===== src/rtl/cmplx_mac_pipe_if.sv =====
// Beat/result bus of cmplx_mac_pipe: operand beat in, formatted complex result out.
// Handshake: a beat moves on a rising edge when in_valid && in_ready, a result moves when out_valid && out_ready; valid never waits on ready.
interface cmplx_mac_pipe_if #(
  parameter int WIDTH = 13
) ();
  logic                    in_valid;
  logic                    in_ready;
  logic signed [WIDTH-1:0] a_re;
  logic signed [WIDTH-1:0] a_im;
  logic signed [WIDTH-1:0] b_re;
  logic signed [WIDTH-1:0] b_im;
  logic                    conj_b;
  logic                    acc_en;
  logic                    acc_last;
  logic                    out_valid;
  logic                    out_ready;
  logic signed [WIDTH-1:0] out_re;
  logic signed [WIDTH-1:0] out_im;
  logic                    out_sat;
  logic                    out_forced;

  modport master (
    output in_valid, a_re, a_im, b_re, b_im, conj_b, acc_en, acc_last, out_ready,
    input  in_ready, out_valid, out_re, out_im, out_sat, out_forced
  );

  modport slave (
    input  in_valid, a_re, a_im, b_re, b_im, conj_b, acc_en, acc_last, out_ready,
    output in_ready, out_valid, out_re, out_im, out_sat, out_forced
  );
endinterface


===== src/rtl/cmplx_mac_pipe.sv =====
// Pipelined complex multiply / multiply-accumulate with conj(b), burst accumulation,
// truncate or round-half-away formatting and saturation. Whole pipe stalls on out backpressure.
module cmplx_mac_pipe #(
  parameter int WIDTH = 13,
  parameter int FRAC  = 8,
  parameter int ROUND = 0,
  parameter int GUARD = 4
) (
  input logic             clk,
  input logic             rst_n,
  cmplx_mac_pipe_if.slave bus
);
  localparam int PW = 2 * WIDTH + 1;
  localparam int AW = PW + GUARD;
  localparam int FW = AW + 1;
  localparam logic [GUARD:0]        CNT_MAX = {1'b1, {GUARD{1'b0}}};
  localparam logic signed [FW-1:0] ONE  = FW'(1);
  localparam logic signed [FW-1:0] HALF = FW'(2 ** (FRAC - 1));
  localparam logic signed [FW-1:0] MAXV = FW'(2 ** (WIDTH - 1) - 1);
  localparam logic signed [FW-1:0] MINV = -MAXV - ONE;

  logic en;
  logic out_valid_q;
  assign en = !out_valid_q || bus.out_ready;
  assign bus.in_ready = en;

  // Operands are captured first so the multipliers see registered inputs.
  logic                    v0_q, conj0_q, acc_en0_q, acc_last0_q;
  logic signed [WIDTH-1:0] ar0_q, ai0_q, br0_q, bi0_q;

  always_ff @(posedge clk or negedge rst_n) begin
    if (!rst_n) begin
      v0_q <= 1'b0; conj0_q <= 1'b0; acc_en0_q <= 1'b0; acc_last0_q <= 1'b0;
      ar0_q <= '0; ai0_q <= '0; br0_q <= '0; bi0_q <= '0;
    end else if (en) begin
      v0_q        <= bus.in_valid;
      conj0_q     <= bus.conj_b;
      acc_en0_q   <= bus.acc_en;
      acc_last0_q <= bus.acc_en && bus.acc_last;
      ar0_q <= bus.a_re; ai0_q <= bus.a_im; br0_q <= bus.b_re; bi0_q <= bus.b_im;
    end
  end

  // b_im is widened before negation so that -(-2^(WIDTH-1)) stays positive.
  logic signed [PW-1:0] ar_x, ai_x, br_x, bi_x, bi_e;
  assign ar_x = PW'(ar0_q);
  assign ai_x = PW'(ai0_q);
  assign br_x = PW'(br0_q);
  assign bi_x = PW'(bi0_q);
  assign bi_e = conj0_q ? -bi_x : bi_x;

  logic                 v1_q, acc_en1_q, acc_last1_q;
  logic signed [PW-1:0] p_rr_q, p_ii_q, p_ri_q, p_ir_q;

  always_ff @(posedge clk or negedge rst_n) begin
    if (!rst_n) begin
      v1_q <= 1'b0; acc_en1_q <= 1'b0; acc_last1_q <= 1'b0;
      p_rr_q <= '0; p_ii_q <= '0; p_ri_q <= '0; p_ir_q <= '0;
    end else if (en) begin
      v1_q        <= v0_q;
      acc_en1_q   <= acc_en0_q;
      acc_last1_q <= acc_last0_q;
      p_rr_q <= ar_x * br_x;
      p_ii_q <= ai_x * bi_e;
      p_ri_q <= ar_x * bi_e;
      p_ir_q <= ai_x * br_x;
    end
  end

  logic signed [PW-1:0] sum_re, sum_im;
  logic signed [AW-1:0] acc_re_q, acc_im_q, acc_re_d, acc_im_d, acc_sum_re, acc_sum_im;
  logic signed [AW-1:0] s2_re_q, s2_im_q, s2_re_d, s2_im_d;
  logic [GUARD:0]       cnt_q, cnt_d, cnt_inc;
  logic                 v2_q, v2_d, forced2_q, forced2_d;

  assign sum_re     = p_rr_q - p_ii_q;
  assign sum_im     = p_ri_q + p_ir_q;
  assign acc_sum_re = acc_re_q + AW'(sum_re);
  assign acc_sum_im = acc_im_q + AW'(sum_im);
  assign cnt_inc    = cnt_q + 1'b1;

  // Plain beats bypass the accumulator, so they can be interleaved into a burst.
  always_comb begin
    acc_re_d  = acc_re_q;
    acc_im_d  = acc_im_q;
    cnt_d     = cnt_q;
    v2_d      = 1'b0;
    s2_re_d   = s2_re_q;
    s2_im_d   = s2_im_q;
    forced2_d = forced2_q;
    if (v1_q) begin
      if (!acc_en1_q) begin
        v2_d      = 1'b1;
        s2_re_d   = AW'(sum_re);
        s2_im_d   = AW'(sum_im);
        forced2_d = 1'b0;
      end else if (acc_last1_q || cnt_inc == CNT_MAX) begin
        v2_d      = 1'b1;
        s2_re_d   = acc_sum_re;
        s2_im_d   = acc_sum_im;
        forced2_d = !acc_last1_q;
        acc_re_d  = '0;
        acc_im_d  = '0;
        cnt_d     = '0;
      end else begin
        acc_re_d = acc_sum_re;
        acc_im_d = acc_sum_im;
        cnt_d    = cnt_inc;
      end
    end
  end

  always_ff @(posedge clk or negedge rst_n) begin
    if (!rst_n) begin
      v2_q <= 1'b0; forced2_q <= 1'b0; s2_re_q <= '0; s2_im_q <= '0;
      acc_re_q <= '0; acc_im_q <= '0; cnt_q <= '0;
    end else if (en) begin
      v2_q <= v2_d; forced2_q <= forced2_d; s2_re_q <= s2_re_d; s2_im_q <= s2_im_d;
      acc_re_q <= acc_re_d; acc_im_q <= acc_im_d; cnt_q <= cnt_d;
    end
  end

  // Returns {saturated, value}; one guard bit above AW keeps the rounding add exact.
  function automatic logic [WIDTH:0] fmt(input logic signed [AW-1:0] x);
    logic signed [FW-1:0] xe, sh;
    logic                 sat;
    logic [WIDTH-1:0]     val;
    xe = FW'(x);
    if (ROUND == 0) begin
      sh = xe >>> FRAC;
      if (x[AW-1] && (x[FRAC-1:0] != '0)) sh = sh + ONE;
    end else if (x[AW-1]) begin
      sh = (xe + HALF - ONE) >>> FRAC;
    end else begin
      sh = (xe + HALF) >>> FRAC;
    end
    sat = 1'b1;
    if (sh > MAXV)      val = MAXV[WIDTH-1:0];
    else if (sh < MINV) val = MINV[WIDTH-1:0];
    else begin
      sat = 1'b0;
      val = sh[WIDTH-1:0];
    end
    return {sat, val};
  endfunction

  logic [WIDTH:0]   fmt_re, fmt_im;
  logic [WIDTH-1:0] out_re_q, out_im_q;
  logic             out_sat_q, out_forced_q;
  assign fmt_re = fmt(s2_re_q);
  assign fmt_im = fmt(s2_im_q);

  always_ff @(posedge clk or negedge rst_n) begin
    if (!rst_n) begin
      out_valid_q <= 1'b0; out_re_q <= '0; out_im_q <= '0;
      out_sat_q <= 1'b0; out_forced_q <= 1'b0;
    end else if (en) begin
      out_valid_q <= v2_q;
      if (v2_q) begin
        out_re_q     <= fmt_re[WIDTH-1:0];
        out_im_q     <= fmt_im[WIDTH-1:0];
        out_sat_q    <= fmt_re[WIDTH] || fmt_im[WIDTH];
        out_forced_q <= forced2_q;
      end
    end
  end

  assign bus.out_valid  = out_valid_q;
  assign bus.out_re     = out_re_q;
  assign bus.out_im     = out_im_q;
  assign bus.out_sat    = out_sat_q;
  assign bus.out_forced = out_forced_q;
endmodule


===== src/flat_wrapper.sv =====
// flat-port wrapper written by rule: the top's interface ports become plain ports
module cmplx_mac_pipe_flat 
#(
  parameter int WIDTH = 13,
  parameter int FRAC  = 8,
  parameter int ROUND = 0,
  parameter int GUARD = 4
)
  (clk, rst_n, bus_in_valid, bus_a_re, bus_a_im, bus_b_re, bus_b_im, bus_conj_b, bus_acc_en, bus_acc_last, bus_out_ready, bus_in_ready, bus_out_valid, bus_out_re, bus_out_im, bus_out_sat, bus_out_forced);
  cmplx_mac_pipe_if #(.WIDTH(WIDTH)) bus_i ();
  input logic clk;
  input logic rst_n;
  input wire logic [$bits(bus_i.in_valid)-1:0] bus_in_valid;
  input wire logic [$bits(bus_i.a_re)-1:0] bus_a_re;
  input wire logic [$bits(bus_i.a_im)-1:0] bus_a_im;
  input wire logic [$bits(bus_i.b_re)-1:0] bus_b_re;
  input wire logic [$bits(bus_i.b_im)-1:0] bus_b_im;
  input wire logic [$bits(bus_i.conj_b)-1:0] bus_conj_b;
  input wire logic [$bits(bus_i.acc_en)-1:0] bus_acc_en;
  input wire logic [$bits(bus_i.acc_last)-1:0] bus_acc_last;
  input wire logic [$bits(bus_i.out_ready)-1:0] bus_out_ready;
  output wire logic [$bits(bus_i.in_ready)-1:0] bus_in_ready;
  output wire logic [$bits(bus_i.out_valid)-1:0] bus_out_valid;
  output wire logic [$bits(bus_i.out_re)-1:0] bus_out_re;
  output wire logic [$bits(bus_i.out_im)-1:0] bus_out_im;
  output wire logic [$bits(bus_i.out_sat)-1:0] bus_out_sat;
  output wire logic [$bits(bus_i.out_forced)-1:0] bus_out_forced;
  assign bus_i.in_valid = bus_in_valid;
  assign bus_i.a_re = bus_a_re;
  assign bus_i.a_im = bus_a_im;
  assign bus_i.b_re = bus_b_re;
  assign bus_i.b_im = bus_b_im;
  assign bus_i.conj_b = bus_conj_b;
  assign bus_i.acc_en = bus_acc_en;
  assign bus_i.acc_last = bus_acc_last;
  assign bus_i.out_ready = bus_out_ready;
  assign bus_in_ready = bus_i.in_ready;
  assign bus_out_valid = bus_i.out_valid;
  assign bus_out_re = bus_i.out_re;
  assign bus_out_im = bus_i.out_im;
  assign bus_out_sat = bus_i.out_sat;
  assign bus_out_forced = bus_i.out_forced;
  cmplx_mac_pipe #(.WIDTH(WIDTH), .FRAC(FRAC), .ROUND(ROUND), .GUARD(GUARD)) u_core (.clk(clk), .rst_n(rst_n), .bus(bus_i));
endmodule

===== config.mk =====
export PLATFORM = sky130hd
export DESIGN_NAME = cmplx_mac_pipe_flat
export DESIGN_NICKNAME = d
export VERILOG_FILES = /design/src/rtl/cmplx_mac_pipe_if.sv /design/src/rtl/cmplx_mac_pipe.sv /design/src/flat_wrapper.sv
export SDC_FILE = /design/constraint.sdc
export NUM_CORES = 2
export LEC_CHECK = 0
export CORE_UTILIZATION = 50
export DETAILED_ROUTE_END_ITERATION = 8
export GPL_TIMING_DRIVEN = 0
export PLACE_DENSITY = 0.78
export SLEW_MARGIN = 15
export SYNTH_ARGS = -nofsm -noshare
export SYNTH_HDL_FRONTEND = slang
export SYNTH_SLANG_ARGS = --single-unit

===== constraint.sdc =====
create_clock -name clk -period 9.7 [get_ports clk]
set_input_delay 0.97 -clock clk [delete_from_list [all_inputs] [get_ports clk]]
set_output_delay 0.97 -clock clk [all_outputs]
set_load 0.05 [all_outputs]

Yosys cells after proc, flatten, opt, wreduce, memory -nomap -nowiden --
Cells that the tools add are included. W data, S select, Z words.
Storage, ports and cells: register bits 327, input bits 59, output and inout bits 30, logic and storage cells 81
Cells by class: add/subtract/negate cells 8, multiply operators 4, order comparisons 4, equality and inequality tests 2, multiplexer cells 23, reduce and logical (&&, ||, !) cells 13
Operators with widths (count):
- $mux W31 | 6
- $gt A32 B13 Y1 const B | 2
- $lt A32 B13 Y1 const B | 2
- $mux W32 | 2
- $add A31 B27 Y31 | 2
- $mul A13 B27 Y27 | 2
- $mul A13 B13 Y26 | 2
- $mux W13 | 4
- $add A23 B2 Y24 const B | 2
- $add A27 B27 Y27 | 1
- $mux W27 | 1
- $neg A13 Y27 | 1
- $sub A27 B27 Y27 | 1
- $reduce_bool A8 Y1 | 2
- $mux W1 | 9
- $reduce_and A3 Y1 | 2
- $add A5 B1 Y5 const B | 1
- $eq A5 B5 Y1 const B | 1
- $mux W5 | 1
- $logic_and A1 B1 Y1 | 3
- $logic_or A1 B1 Y1 | 3
- $logic_not A1 Y1 | 2
- $ne A2 B2 Y1 const B | 1
- $reduce_and A2 Y1 | 1

Logic depth before layout (Yosys ltp) --
depth in word-level cells 7, mapped depth 30, gate-level depth less buffers 28

Worst setup path after synthesis --
No wires, ideal clock.
path type register -> register, start register u_core.bi0_q[5], end register u_core.p_ii_q[25], setup time 87 ps, arrival time 6792 ps, required time 9613 ps, path slack 2821 ps, stages on the path, launching flop included 25, path buffers 1, period minus slack after synthesis 6879 ps, cell sequence dfrtp_1 > nor4_1 > nand2_1 > o31ai_1 > xnor2_1 > clkbuf_1 > nand2_1 > fa_1 > fa_1 > inv_1 > fa_1 > fa_1 > fa_1 > fa_1 > ha_1 > a21o_1 > a21o_1 > nor2_1 > o21ai_0 > a211oi_1 > o21bai_1 > a211oi_1 > o21ai_0 > a211o_1 > o211ai_1
Between the ends: word-level cells in the longest chain between the ends 3
RTL lines:
- from (decl) | line cmplx_mac_pipe.sv:29 | logic signed [WIDTH-1:0] ar0_q, ai0_q, br0_q, bi0_q;
- from (signal assigned) | line cmplx_mac_pipe.sv:40 | ar0_q <= bus.a_re; ai0_q <= bus.a_im; br0_q <= bus.b_re; bi0_q <= bus.b_im;
- $neg A13 Y27 | line cmplx_mac_pipe.sv:50 | assign bi_e = conj0_q ? -bi_x : bi_x;
- $mux W27 * | line cmplx_mac_pipe.sv:50
- $mul A13 B27 Y27 * | line cmplx_mac_pipe.sv:64 | p_ii_q <= ai_x * bi_e;
- to (signal assigned) | line cmplx_mac_pipe.sv:64
- to (decl) | line cmplx_mac_pipe.sv:53 | logic signed [PW-1:0] p_rr_q, p_ii_q, p_ri_q, p_ir_q;
Mark *: on every way between the ends. The rest lies on a longest branch, timed or not. A chain may end at the register's enable or synchronous reset.

Final worst setup path --
start register u_core.bi0_q[0], end register u_core.p_ii_q[23]
The elaborated chain is that of the path after synthesis.

==> run_results.csv <==
group,metric,value,unit
global_route,antenna_found_initial,12,
route,drc,0,
clock_tree,cts_buffer_depth,3,
setup_path,cp_max_fo,10,
sta,hold_violations,0,
setup_path,critPathSlowestCell,"xnor2_1",
synthesis,synth.top_cells.by_area,"fa_1 (31%), dfrtp_1 (17%), ha_1 (10%), nand2_1 (6.9%), inv_1 (6.5%)",
clock_tree,clk_pin_slew,0.06,ns
sta,worst_pin_slew,1.40,ns
clock_tree,clock_sinks,325,
setup_path,crit_top_cell,"fa_1",
synthesis,ys_async_sr_fraction,100,%
worst_hold_path,hp-class,"input port to asynchronous set/reset pin",
clock_tree,clkLatencyLatePin,0.62,ns
route,vias,38800,
setup_path,endpoint_kind,"flip-flop",
synthesis,syn-cell-area,47700,um^2
sta,setup_viol,0,
synthesis,syn-num-nets,6496,
finish,drive_gt1_share,2.88,%
run,cap_violations,0,
global_route,grt_usage,32.0,%
setup_path,reg2reg_slack,0.16,ns
sta,finalClockSkew,0.0540,ns
placed_design,io_buffer_count,88,
clock_tree,numCtsBuffers,40,
die,die_h,311,um
setup_path,crit_type,"flip-flop to flip-flop",
global_route,gr-total-overflow,0,
run_status,status,"finished clean",
synthesis,synth_area_per_cell,8.96,um^2
setup_path,worst_setup_path_start_kind,"flip-flop",
clock_tree,cts_tree,"done",
clock_tree,cts-root-buf,"clkbuf_16",
setup_path,critPathMaxStageDelay,0.93,ns
synthesis,yosysMostFrequentCell,"nand2_1",
sta,fin_crit_sh,98.3,%
synthesis,yosys_warnings,0,
setup_path,r2r-end,"u_core.p_ii_q[23]$_DFFE_PN0N_",
synthesis,yosysTopAreaCell,"fa_1",
sta,min_period,9.54,ns
setup_path,arrival,9.96,ns
synthesis,ys_ff_latch,325,
setup_path,timing.rr.start,"u_core.bi0_q[0]$_DFFE_PN0N_",
synthesis,synth_cell_type_count,89,
finish,fin_nets,6629,
route,drtAntennaViolNets,0,
sta,rsz0062_at_grt,"false",
synthesis,ys_seq_area_share,17.1,%
placed_design,place.gp.congestion,1.01,
sta,drv_slew,0,
synthesis,synth.top_cell.area_share,30.8,%
placed_design,dp.cells,6662,
finish,syn_to_final_growth,8.39,%
placed_design,detailed_place_hpwl,122000,um
route,dr.pass1.iters,9,
route,wl_per_cell,22.7,um
die,core_area,93900,um^2
route,viasPerCell,5.76,
die,die_area,96500,um^2
global_route,grt_max_degree,103,
sta,relSlewSlack,6.54,%
global_route,grt_pass1_wl,233000,um
synthesis,syn_inst,5317,
setup_path,rr_worst_depth,25,
finish,instances_no_fill,6742,
finish,nFillCells,8476,
sta,worst_hold_slack,0.314,ns
die,die_w,311,um
clock_tree,cts_setup_buffers,0,
die,initial_utilization,50.8,%
finish,seq_area,8130,um^2
synthesis,synth_commonest_cells,"nand2_1 (881), inv_1 (819), fa_1 (734)",
synthesis,synthFlopType,"dfrtp_1",
die,rows,112,
synthesis,synth_edf_count,0,
sta,timing.fmax,0.105,GHz
route,initialDrtViolationCount,4052,
die,io-pin-count,89,
clock_tree,cts_max_level,2,
setup_path,cp.required,10.13,ns
route,routed_wl,153000,um
finish,multi_input_area,35500,um^2
global_route,grt_pass1_vias,39000,
cells by family after synthesis:
kind of cell,share of synthesized area [%]
compound gates,10.6
xor+xnor,5.03
fa+ha+maj,41.0
buf+inv,8.51
flops,17.1
mux,1.42
simple gates,16.4
repair_timing:
item                                    4_1_cts  5_1_grt
hold endpoints to repair                      0        0
endpoints found under the setup margin        0        3
hold buffers                                  0        0
resized for setup                             0        3
sequential cells by signal (all words and copies together), names as in the netlist, 26 cells and up:
register and flops:
u_core.acc_im_q 31, u_core.acc_re_q 31, u_core.s2_im_q 31, u_core.s2_re_q 31, u_core.p_ii_q 27, u_core.p_ri_q 27
u_core.p_ir_q 26, u_core.p_rr_q 26
metrics by stage:
stage	utilization (%)	instance area, um^2	setup slack (ns)	TNS (ns)
2_1_floorplan	-	47700	2.82	0
3_3_place_gp	53.4	50100	-7.05	-2271.44
3_5_place_dp	53.5	50200	0.123	0
4_1_cts	55.0	51600	0.0558	0
5_1_grt	55.0	51600	0.0247	0
6_report	55.0	51700	0.162	0
worst max-delay path, delay by kind of cell (launching register included):
kind,cells,cell delay (ns)
adder cells (fa/ha/maj),8,3.62
AO/OA/AOI/OAI,8,1.85
XOR/XNOR,2,1.60
buffers and inverters,4,1.52
AND/OR/NAND/NOR,3,0.43
flip-flops,1,0.32
worst max-delay path by stage:
stage / start / end / slack [ns]
final: u_core.bi0_q[0]$_DFFE_PN0N_ / u_core.p_ii_q[23]$_DFFE_PN0N_ / 0.16
after global routing: u_core.bi0_q[0]$_DFFE_PN0N_ / u_core.p_ri_q[26]$_DFFE_PN0N_ / 0.02
after CTS: u_core.bi0_q[0]$_DFFE_PN0N_ / u_core.p_ri_q[26]$_DFFE_PN0N_ / 0.06
after detailed placement: u_core.bi0_q[0]$_DFFE_PN0N_ / u_core.p_ri_q[26]$_DFFE_PN0N_ / 0.12
after global placement: rst_n / u_core.ar0_q[12]$_DFFE_PN0N_ / -7.05
after floorplan: u_core.bi0_q[5]$_DFFE_PN0N_ / u_core.p_ii_q[25]$_DFFE_PN0N_ / 2.82
layout make-up:
class / instances / area share [%]
plain buffers: 258 / 1.92
clock buffers: 48 / 2.11
multi-input cells: 3915 / 68.7
inverters: 819 / 5.95
diodes: 8 / 0.0388
flip-flops and latches: 325 / 15.7
well taps: 1254 / 3.04
repair buffers: 91 / 1.87
clock inverters: 24 / 0.652
per-layer routing:
metal | vias up | global-route usage, % | wire length [um]
met5 | - | 0 | 130
met4 | 16 | 19.9 | 11200
met3 | 491 | 9.22 | 17300
met2 | 2041 | 47.9 | 65600
met1 | 19200 | 40.8 | 58800
li1 | 17100 | - | -
cell usage in the layout, fill, tap and decap left out, drive strengths merged, types with 29 or more instances in the layout:
master         count
clkbuf           292
nand3             61
inv              822
a31oi             31
fa               734
xor2              81
o21a              32
a22o              52
ha               386
nor2b             32
mux2i             34
dfrtp            325
a21o              69
and3              31
o21bai            30
nand2b            52
xnor2            192
a21oi            194
and2             301
o21ai            222
nor2             197
mux2              30
clkdlybuf4s50     87
nor3              29
nand2            881
Power is not shown: default switching activity piles up to over one toggle a cycle in this logic, so the estimate is an artifact.
==> patch (same flow settings) <==
`GUARD` is set to 4 in 2 places; all go to 6.
--- a/src/rtl/cmplx_mac_pipe.sv
+++ b/src/rtl/cmplx_mac_pipe.sv
@@ -4,7 +4,7 @@
   parameter int WIDTH = 13,
   parameter int FRAC  = 8,
   parameter int ROUND = 0,
-  parameter int GUARD = 4
+  parameter int GUARD = 6
 ) (
   input logic             clk,
   input logic             rst_n,
--- a/src/flat_wrapper.sv
+++ b/src/flat_wrapper.sv
@@ -4,7 +4,7 @@
   parameter int WIDTH = 13,
   parameter int FRAC  = 8,
   parameter int ROUND = 0,
-  parameter int GUARD = 4
+  parameter int GUARD = 6
 )
   (clk, rst_n, bus_in_valid, bus_a_re, bus_a_im, bus_b_re, bus_b_im, bus_conj_b, bus_acc_en, bus_acc_last, bus_out_ready, bus_in_ready, bus_out_valid, bus_out_re, bus_out_im, bus_out_sat, bus_out_forced);
   cmplx_mac_pipe_if #(.WIDTH(WIDTH)) bus_i ();
Function: no difference found for any inputs over 4 cycles, from zero or initial values and one cycle with rst_n low; that may be too few to reach the edited logic, so the function may still have changed.
==> patch against the unedited design <==
Area after synthesis up 0.28%; worst setup slack worse by 62 ps; cell count is 1.4% higher; final area grew 0.44%; non-clock buffer count rose by 2; routed wire length is 2.7% lower; global-route usage down 0.69 points; sequential cell count increased by 10.
Power is left out: the tool's default activity adds up to more than one toggle a clock period on the data nets, which glitch-free logic cannot reach.
==> patch: results (changes against the unedited design) <==
metric,value,unit,change
dpl_cell_area,0.0503,mm²,was 0.0502 mm²
place_ws,-13.1,ps,was 123 ps
skew,38.7,ps,was 54.0 ps
synthArstFlopShare,100,%,unchanged
critPathMaxStageDelay,710,ps,was 930 ps
drt-met1-wl,56900,µm,was 58800 µm
drtIter0Drc,3635,,was 4052
synthDistinctLibCells,84,,was 89
wire_per_inst,21.8,µm,was 22.7 µm
synth_fp_nets,6581,,was 6496
num_antenna_cells,6,,was 8
max_freq,104,MHz,was 105 MHz
dp_hpwl,119000,µm,was 122000 µm
die_w,311,µm,about the same
multiInputGateArea,0.0353,mm²,was 0.0355 mm²
n_all_buffers,351,,was 349
reg2reg_setup_slack,100,ps,was 160 ps
cp_slowest_cell,a221oi_1,,was xnor2_1
maxSlewHeadroom,8.09,%,was 6.54%
synth_fa_ha_area_share,41.0,%,about the same
clkLatencyLatePin,640,ps,was 620 ps
worst_r2r_path_depth,27,,was 25
grt_first_pass_wirelength,230000,µm,was 233000 µm
multi_input_cells,3970,,was 3915
sh_seq_area,16.2,%,was 15.7%
synth_commonest_cells,"937 x nand2_1, 833 x inv_1, 734 x fa_1, 390 x ha_1, 335 x dfrtp_1",,"was 881 x nand2_1, 819 x inv_1, 734 x fa_1, 386 x ha_1, 325 x dfrtp_1"
clk_share,2.83,%,was 2.77%
r2r-end,u_core.p_ii_q[26],,was u_core.p_ii_q[23]
grt_util_met2,47.6,%,was 47.9%
clkbuf_count,53,,was 48
grtUsageMet3,9.55,%,was 9.22%
drive_above_1_share,2.10,%,was 2.88%
first_pass_iters,8,,was 9
fill_cells,8528,,was 8476
timing.hold.ws,255,ps,was 314 ps
grt_max_degree,102,,was 103
globalplace.congestion,0.991,,was 1.01
fin_area,0.0519,mm²,was 0.0517 mm²
synth-seq-area-share,17.5,%,was 17.1%
nNetsFinal,6717,,was 6629
cp.arrival,10080,ps,was 9960 ps
antenna_found_initial,10,,was 12
inv_count,833,,was 819
status,finished clean,,unchanged
final-nonclk-buf-share,3.77,%,was 3.79%
wl_met3,16100,µm,was 17300 µm
yosys-top-cells-area,"fa_1 31%, dfrtp_1 18%, ha_1 10%",,"was fa_1 31%, dfrtp_1 17%, ha_1 10%"
met2_length,65100,µm,was 65600 µm
synthMuxAreaShare,0.717,%,was 1.42%
cpLargestDelayFamily,compound AO/OA/AOI/OAI gates,,was adder cells
clk_pin_slew,60,ps,about the same
synthXorXnorAreaFrac,5.21,%,was 5.03%
avgViaCountPerCell,5.66,,was 5.76
track_usage,31.3,%,was 32.0%
grt_use_met1,38.8,%,was 40.8%
grt_pass1_vias,40000,,was 39000
nFlopsAndLatches,335,,was 325
synth_compound_area_share,9.90,%,was 10.6%
cts_buffers,43,,was 40
[patch: changes by cell type in the layout (fill, tap and decap cells not counted), sizes merged, moves of 9 or more]
| cell | delta |
|---|---|
| and3 | -15 |
| xor2 | +12 |
| dfrtp | +10 |
| nor3 | +12 |
| inv | +16 |
| mux2 | -28 |
| a21o | -11 |
| o21ai | -14 |
| nand2 | +56 |
| and2 | +33 |
| o21bai | -14 |
| nor2 | +57 |
| o22a | +9 |
[patch: logic make-up after synthesis]
kind of cell             count (synthesis)
multiplexers                            34
buffers and inverters                 1093
XOR/XNOR                               282
flip-flops                             335
AND/OR/NAND/NOR                       1790
adder cells (fa/ha/maj)               1124
AO/OA/AOI/OAI                          740
[patch: metrics by stage]
stage / cells / setup TNS, ps
final: 6838 / 0
after global routing: 6832 / 0
after CTS: 6832 / 0
after detailed placement: 6754 / -13.1
after global placement: 6751 / -2464450
after floorplan: 5398 / 0
[patch: repair_timing]
item                       CTS  global route
resized for setup            2             6
gates cloned                 0             0
setup endpoints to repair    1             4
